$ cat src/rtl/gcd_pkg.sv
// ============================================================================
// Module  : gcd_pkg
// Purpose : Shared state encoding and width helpers for the Stein GCD engine.
// Rev     : 1.0  initial release
// ============================================================================
`default_nettype none

package gcd_pkg;

  typedef enum logic [1:0] {
    IDLE   = 2'd0,
    REDUCE = 2'd1,
    DONE   = 2'd2
  } gcd_state_t;

  // Width of the common power-of-two exponent k.
  function automatic int k_width(input int w);
    return $clog2(w + 1);
  endfunction

  // Width of the optional REDUCE-cycle counter.
  function automatic int cnt_width(input int w);
    return $clog2(2 * w + 3);
  endfunction

endpackage

`default_nettype wire

$ cat src/rtl/gcd_stein_step.sv
// ============================================================================
// Module  : gcd_stein_step
// Purpose : Purely combinational single REDUCE step of binary (Stein) GCD.
// Rev     : 1.0  initial release
// ============================================================================
`default_nettype none

module gcd_stein_step
  import gcd_pkg::*;
#(
  parameter int WIDTH = 8,
  parameter int KW    = k_width(WIDTH)
) (
  input  logic [WIDTH-1:0] u,
  input  logic [WIDTH-1:0] v,
  input  logic [KW-1:0]    k,
  output logic [WIDTH-1:0] u_nxt,
  output logic [WIDTH-1:0] v_nxt,
  output logic [KW-1:0]    k_nxt,
  output logic             term,
  output logic [WIDTH-1:0] gcd_val
);

  always_comb begin
    u_nxt   = u;
    v_nxt   = v;
    k_nxt   = k;
    term    = 1'b0;
    gcd_val = '0;
    if (u == '0) begin
      term    = 1'b1;
      gcd_val = v << k;
    end else if (v == '0) begin
      term    = 1'b1;
      gcd_val = u << k;
    end else if (!u[0] && !v[0]) begin
      u_nxt = u >> 1;
      v_nxt = v >> 1;
      k_nxt = k + 1'b1;
    end else if (!u[0]) begin
      u_nxt = u >> 1;
    end else if (!v[0]) begin
      v_nxt = v >> 1;
    end else if (u >= v) begin
      // Both odd: the difference is even, so one shift is always safe.
      u_nxt = (u - v) >> 1;
    end else begin
      u_nxt = (v - u) >> 1;
      v_nxt = u;
    end
  end

endmodule

`default_nettype wire

$ cat src/rtl/gcd_stein_seq.sv
// ============================================================================
// Module  : gcd_stein_seq
// Purpose : Sequential binary GCD engine with valid/ready handshakes.
//           Optional REDUCE-cycle counter port under GCD_STEIN_CYCLE_CNT_EN.
// Rev     : 1.0  initial release
// ============================================================================
`default_nettype none

module gcd_stein_seq
  import gcd_pkg::*;
#(
  parameter int WIDTH = 8
) (
  input  logic             clk,
  input  logic             rst,
  input  logic             in_valid,
  output logic             in_ready,
  input  logic [WIDTH-1:0] a,
  input  logic [WIDTH-1:0] b,
  output logic             out_valid,
  input  logic             out_ready,
  output logic [WIDTH-1:0] result
`ifdef GCD_STEIN_CYCLE_CNT_EN
  ,
  output logic [cnt_width(WIDTH)-1:0] cycles
`endif
);

  localparam int KW = k_width(WIDTH);

  gcd_state_t       state, state_nxt;
  logic [WIDTH-1:0] u, v;
  logic [KW-1:0]    k;
  logic [WIDTH-1:0] u_nxt, v_nxt, gcd_val;
  logic [KW-1:0]    k_nxt;
  logic             term;

  gcd_stein_step #(
    .WIDTH (WIDTH),
    .KW    (KW)
  ) u_step (
    .u       (u),
    .v       (v),
    .k       (k),
    .u_nxt   (u_nxt),
    .v_nxt   (v_nxt),
    .k_nxt   (k_nxt),
    .term    (term),
    .gcd_val (gcd_val)
  );

  always_ff @(posedge clk) begin
    if (rst) state <= IDLE;
    else     state <= state_nxt;
  end

  always_comb begin
    state_nxt = state;
    in_ready  = 1'b0;
    out_valid = 1'b0;
    case (state)
      IDLE: begin
        in_ready = 1'b1;
        if (in_valid) state_nxt = REDUCE;
      end
      REDUCE: if (term) state_nxt = DONE;
      DONE: begin
        out_valid = 1'b1;
        if (out_ready) state_nxt = IDLE;
      end
      default: state_nxt = IDLE;
    endcase
  end

  always_ff @(posedge clk) begin
    if (rst) begin
      u      <= '0;
      v      <= '0;
      k      <= '0;
      result <= '0;
    end else begin
      case (state)
        IDLE: if (in_valid) begin
          u <= a;
          v <= b;
          k <= '0;
        end
        REDUCE: begin
          if (term) begin
            result <= gcd_val;
          end else begin
            u <= u_nxt;
            v <= v_nxt;
            k <= k_nxt;
          end
        end
        default: ;
      endcase
    end
  end

`ifdef GCD_STEIN_CYCLE_CNT_EN
  // Counts every REDUCE cycle, terminal step included; frozen through DONE.
  always_ff @(posedge clk) begin
    if (rst)                             cycles <= '0;
    else if (state == IDLE && in_valid)  cycles <= '0;
    else if (state == REDUCE)            cycles <= cycles + 1'b1;
  end
`endif

endmodule

`default_nettype wire

$ cat config.mk
export PLATFORM = sky130hd
export DESIGN_NAME = gcd_stein_seq
export DESIGN_NICKNAME = d
export VERILOG_FILES = /design/src/rtl/gcd_pkg.sv /design/src/rtl/gcd_stein_step.sv /design/src/rtl/gcd_stein_seq.sv
export SDC_FILE = /design/constraint.sdc
export NUM_CORES = 1
export LEC_CHECK = 0
export BUFFER_PORTS_ARGS = -buffer_cell sky130_fd_sc_hd__buf_2
export CAP_MARGIN = 20
export CORE_ASPECT_RATIO = 0.75
export CORE_MARGIN = 4
export CORE_UTILIZATION = 35
export DETAILED_ROUTE_END_ITERATION = 6
export HOLD_SLACK_MARGIN = 0.12
export SLEW_MARGIN = 0
export SYNTH_ARGS = -nofsm -noshare
export SYNTH_HDL_FRONTEND = slang
export SYNTH_HIERARCHICAL = 1
export SYNTH_SLANG_ARGS = --single-unit
$ cat constraint.sdc
create_clock -name clk -period 4.7 [get_ports clk]
set_input_delay 0.47 -clock clk [delete_from_list [all_inputs] [get_ports clk]]
set_output_delay 0.47 -clock clk [all_outputs]
set_load 0.02 [all_outputs]
# --- Word level (Yosys, flattened, before mapping) ---
# Cells that the tools add are included.
totals:
  inputBits: 20
  out_inout_bits: 10
  ff_bits: 30
classes:
  order_cmp: 1
  reduce_logical: 14
  eq_ne: 12
  shifts: 2
  mux: 34
  n_addsub: 3
op_table:
  columns: ["operator", "n"]
  rows:
  - ["$mux W8", 17]
  - ["$pmux W8 S2", 2]
  - ["$mux W4", 5]
  - ["$reduce_and A6 Y1", 3]
  - ["$logic_not A8 Y1", 2]
  - ["$shl A8 B4 Y8", 2]
  - ["$sub A8 B8 Y8", 2]
  - ["$ne A2 B2 Y1 const B", 6]
  - ["$ge A8 B8 Y1", 1]
  - ["$ne A4 B3 Y1 const B", 2]
  - ["$pmux W4 S2", 1]
  - ["$mux W7", 1]
  - ["$reduce_and A7 Y1", 1]
  - ["$mux W2", 3]
  - ["$pmux W2 S3", 1]
  - ["$reduce_and A5 Y1", 1]
  - ["$add A4 B1 Y4 const B", 1]
  - ["$mux W1", 4]
  - ["$ne A3 B2 Y1 const B", 1]
  - ["$reduce_and A3 Y1", 1]
  - ["$eq A2 B1 Y1 const B", 1]
  - ["$eq A2 B2 Y1 const B", 1]
  - ["$logic_not A1 Y1", 2]
  - ["$logic_not A2 Y1", 1]
  - ["4 further kinds", 4]

# --- Logic depth before layout (Yosys ltp) ---
depth:
  word_depth: 9
  ltp_mapped: 12
  depth_no_buf: 10

# --- Modules after synthesis ---
# Netlist, hierarchy kept.
by_module_without_submodules:
  columns: ["module", "seq_area_each_um2", "cells_each", "n_inst", "area_per_inst_um2"]
  rows:
  - ["gcd_stein_step", 0.0, 231, 1, 1667.8]
  - ["gcd_stein_seq", 600.6, 144, 1, 1327.5]

# --- Least setup slack after synthesis ---
# Ideal clock, no wire load.
synth_timing:
  kind: "register to register"
  startpoint: "register v[0]"
  endpoint: "register u[0]"
  path_stages_with_launch: 13
  setup_slack_ns: 1.860
  t_arrival_ns: 2.726
  path_cell_list: "dfxtp_1 > clkbuf_1 > inv_1 > ha_1 > nand4b_1 > o211ai_1 > a41oi_4 > buf_2 > mux2i_1 > nor2_1 > a31oi_1 > nor2_1 > a2111oi_0"
synth_between:
  elab_chain_cells: 9
  elab_cells_between_ends: 19
  classes_between: "add/sub: 2; order compare: 1; eq/ne: 2; mux: 10; reduce/logical: 4"
synth_lines:
  columns: ["element", "line", "rtl"]
  rows:
  - ["from (decl)", "gcd_stein_seq.sv:32", "logic [WIDTH-1:0] u, v;"]
  - ["from (signal assigned)", "gcd_stein_seq.sv:93", "v <= v_nxt;"]
  - ["$sub A8 B8 Y8, or another cell as far along", "gcd_stein_step.sv:48", "u_nxt = (v - u) >> 1;"]
  - ["$mux W7", "gcd_stein_step.sv:44", "end else if (u >= v) begin"]
  - ["$mux W8", "gcd_stein_step.sv:42", "end else if (!v[0]) begin"]
  - ["$mux W8", "gcd_stein_step.sv:40", "end else if (!u[0]) begin"]
  - ["$mux W8 (*)", "gcd_stein_step.sv:36", "end else if (!u[0] && !v[0]) begin"]
  - ["$mux W8 (*)", "gcd_stein_step.sv:33", "end else if (v == '0) begin"]
  - ["$mux W8 (*)", "gcd_stein_step.sv:30", "if (u == '0) begin"]
  - ["via u_nxt[0]", "gcd_stein_seq.sv:34", "logic [WIDTH-1:0] u_nxt, v_nxt, gcd_val;"]
  - ["$mux W8 (*)", "gcd_stein_seq.sv:89", "if (term) begin"]
  - ["$pmux W8 S2 (*)", "gcd_stein_seq.sv:82", "case (state)"]
  - ["to (signal assigned)", "gcd_stein_seq.sv:92", "u <= u_nxt;"]
  - ["to (decl)", "gcd_stein_seq.sv:32", null]
# The timed path passes the listed nets; every way through them passes the cells marked *. The select of a mux whose other input is x is not followed.
# A chain may end at the register's enable or synchronous reset.

# --- Final worst setup path ---
layout_timing:
  startpoint: "register v[0]"
  endpoint: "register u[5]"
# Same word-level chain as after synthesis.

==> run metrics <==
outcome=complete, no violations; Area Growth Syn to Fin=7.56%; fillcell total=823; H-Tree Depth=2; Core ar.=8090 sq um; postcts setup bufs=0; final setup fails=0; WP buf/inv=1; Post-DP HPWL=6.06 mm; GRT Util Overall=16.6%; Placed Instance Area=3090 sq um; worst-skew pair later-pin latency=0.27 ns; Max-slew headroom=37.7%; Worst-path clk slew=0.05 ns; Finished Cell Area=3220 sq um; critical path's top delay family=compound AO/OA/AOI/OAI gates; Yosys reg bits=30; ys flop type=dfxtp_1; starting DRC count in detailed routing=209; synth unique cells=66; antenna violations before repair=0; CTS tree=yes; # nets final=424; CTS Buf Count=5; post-synth top area share=20.1%; most frequent cells after synthesis=nor2_1 (57), inv_1 (31), dfxtp_1 (30), nand2_1 (24), o21ai_0 (22); Hold Crit Start=out_ready; Power Internal=1.15 mW; Worst Path Arrival=3.57 ns; hold crit path type=input pin to register; Final ANT Viol Nets=0; r2r startpoint=v[0]; post-synthesis sequential area ratio=20.1%; die footprint=10100 sq um; Max clock buf depth=2; routed via count=2819; Std-Cell Rows=28; CP Launch Type=register; grt ovf=0; cts repair resizes=0; Simple-Gate Fraction of Synth Area=21.8%; Final Max Slew Viols=0; critical path's slowest cell=a41oi_4; critical path class=register to register; post-synthesis xor/xnor area fraction=2.34%; CP Data Required Time=4.87 ns; largest family of logic cells by synthesized area=compound AO/OA/AOI/OAI gates; Via density=5.75; synth warn=6; largest net degree at the start of global routing=31; Slew @ Worst Pin=0.933 ns; crit-path max FO=19; DIE WIDTH=115 um; Fmax=294 MHz; Fin Hold WS=0.458 ns; Setup Skew=0.00415 ns; DR WL/cell=16.5 um; CTS sink count=30; syn nets=414; leak pwr=1.27 nW; slowest stage delay, CP=0.71 ns; I/O pin cnt=30; Setup crit end kind=register; final wirelength=8.09 mm; final setup TNS=0 ns; Clk pwr share=12.5%; most frequent cell after synthesis=nor2_1; post-synthesis adder-cell area fraction=8.44%; EDFF count, synth=0; mapped cell area=3000 sq um; share of cells above drive strength 1=17.4%; Core Util, Final=39.8%; Die Y=88.1 um; PortBufs=29; RSZ-0062 raised after global routing=no; synthesized instance count=375; Max-cap violations=0; Tcrit/Tclk final=72.4%; P_sw=1.24 mW; Root Driver=clkbuf_16; Final Wtd Congestion=0.901; final count of hold timing violations=0; dpl cells=483; starting density of the core=37.0%; complex-gate fraction of the synthesized area=27.9%; asr flop ratio synth=0%; number of detailed-route iterations in the first pass=5; combinational group share of total power=66.8%; FF-to-FF setup slack=1.30 ns; mux cell area share after synthesis=9.40%; vias in the first global route=2687; sequential share of power=20.7%; minimum clock period=3.40 ns; final cell count without fillers=490; syn_area_per_cell=7.99 sq um; largest area contributor in the netlist=dfxtp_1; Switching Share=51.9%; hold_buf cts=0; power density cells=741 nW/um^2; worst-case vdd ir drop=0.276 mV; ranking of synthesized cells by area=dfxtp_1 (20%), nor2_1 (7.1%), ha_1 (7.1%); # DRC=0; antenna cells=0; timing startpoint of the critical path=v[0]; CP cell instances=inv_1, ha_1, nand4b_1, o211ai_1, a41oi_4, mux2i_1, xnor2_1, a221oi_1, nor2_1, a2111oi_2; first-pass GRT wire length=13.5 mm
[layer usage]
layer / vias up / part of all wire, % / global-route usage (%)
met1: 1319 / 50 / 24.8
met3: 10 / 7.9 / 3.73
met2: 115 / 42 / 24.6
met4: 0 / 0.84 / 3.30
met5: - / 0 / 0
li1: 1375 / - / -
[sequential cells by signal, summed over array words and instances, names as in the netlist]
name / cells
result: 8
state: 2
u: 8
v: 8
k: 4
[power groups by stage]
stage / clock network [mW] / logic [mW] / registers (mW)
2_1_floorplan: 0 / 1.34 / 0.403
3_3_place_gp: 0 / 1.55 / 0.487
3_5_place_dp: 0 / 1.56 / 0.493
4_1_cts: 0.305 / 1.57 / 0.488
5_1_grt: 0.317 / 1.76 / 0.508
6_report: 0.298 / 1.59 / 0.495
[metrics by stage]
step           total power, mW  worst slack (ns)
2_1_floorplan             1.74              1.86
3_3_place_gp              2.04              1.48
3_5_place_dp              2.05              1.35
4_1_cts                   2.36              1.33
5_1_grt                   2.59              1.03
6_report                  2.39              1.30
[logic make-up (layout without fill, tap and decap cells)]
kind of cell,after synthesis,after routing
AO/OA/AOI/OAI,107,107
XOR/XNOR,8,8
adder cells (fa/ha/maj),19,19
buffers and inverters,57,67
flip-flops,30,30
multiplexers,24,24
AND/OR/NAND/NOR,130,130
[worst paths after layout]
check | endpoint | depth (start not counted)
max | u[5] | 10
min reg2reg | result[1] | 2
max reg2reg | u[5] | 10
min | state[1] | 3
[final cells by class]
class / instances / area (sq um) / share of cell area (%)
Multi-Input combinational cell: 288 / 2090 / 65.0
Sequential cell: 30 / 601 / 18.6
Timing Repair Buffer: 29 / 145 / 4.50
Tap cell: 105 / 131 / 4.08
Clock buffer: 5 / 125 / 3.88
Inverter: 31 / 116 / 3.61
Clock inverter: 2 / 10.0 / 0.311
[layout by cell type, fill, tap and decap left out, drive strengths merged, types with 3 or more instances in the layout]
cell type,instances
a2111oi,16
a211oi,10
a21oi,21
a22oi,11
and2,3
buf,29
clkbuf,5
dfxtp,30
ha,17
inv,31
mux2i,20
mux4,3
nand2,26
nand2b,11
nand3,7
nor2,57
nor3,9
o211ai,7
o21ai,23
or3,3
xnor2,6
[worst min-delay path, stage by stage]
cell and delay [ns]:
buf_2 0.07, nand2b_1 0.09, a21oi_1 0.06
Note: power is estimated with default switching activity, not from simulation.
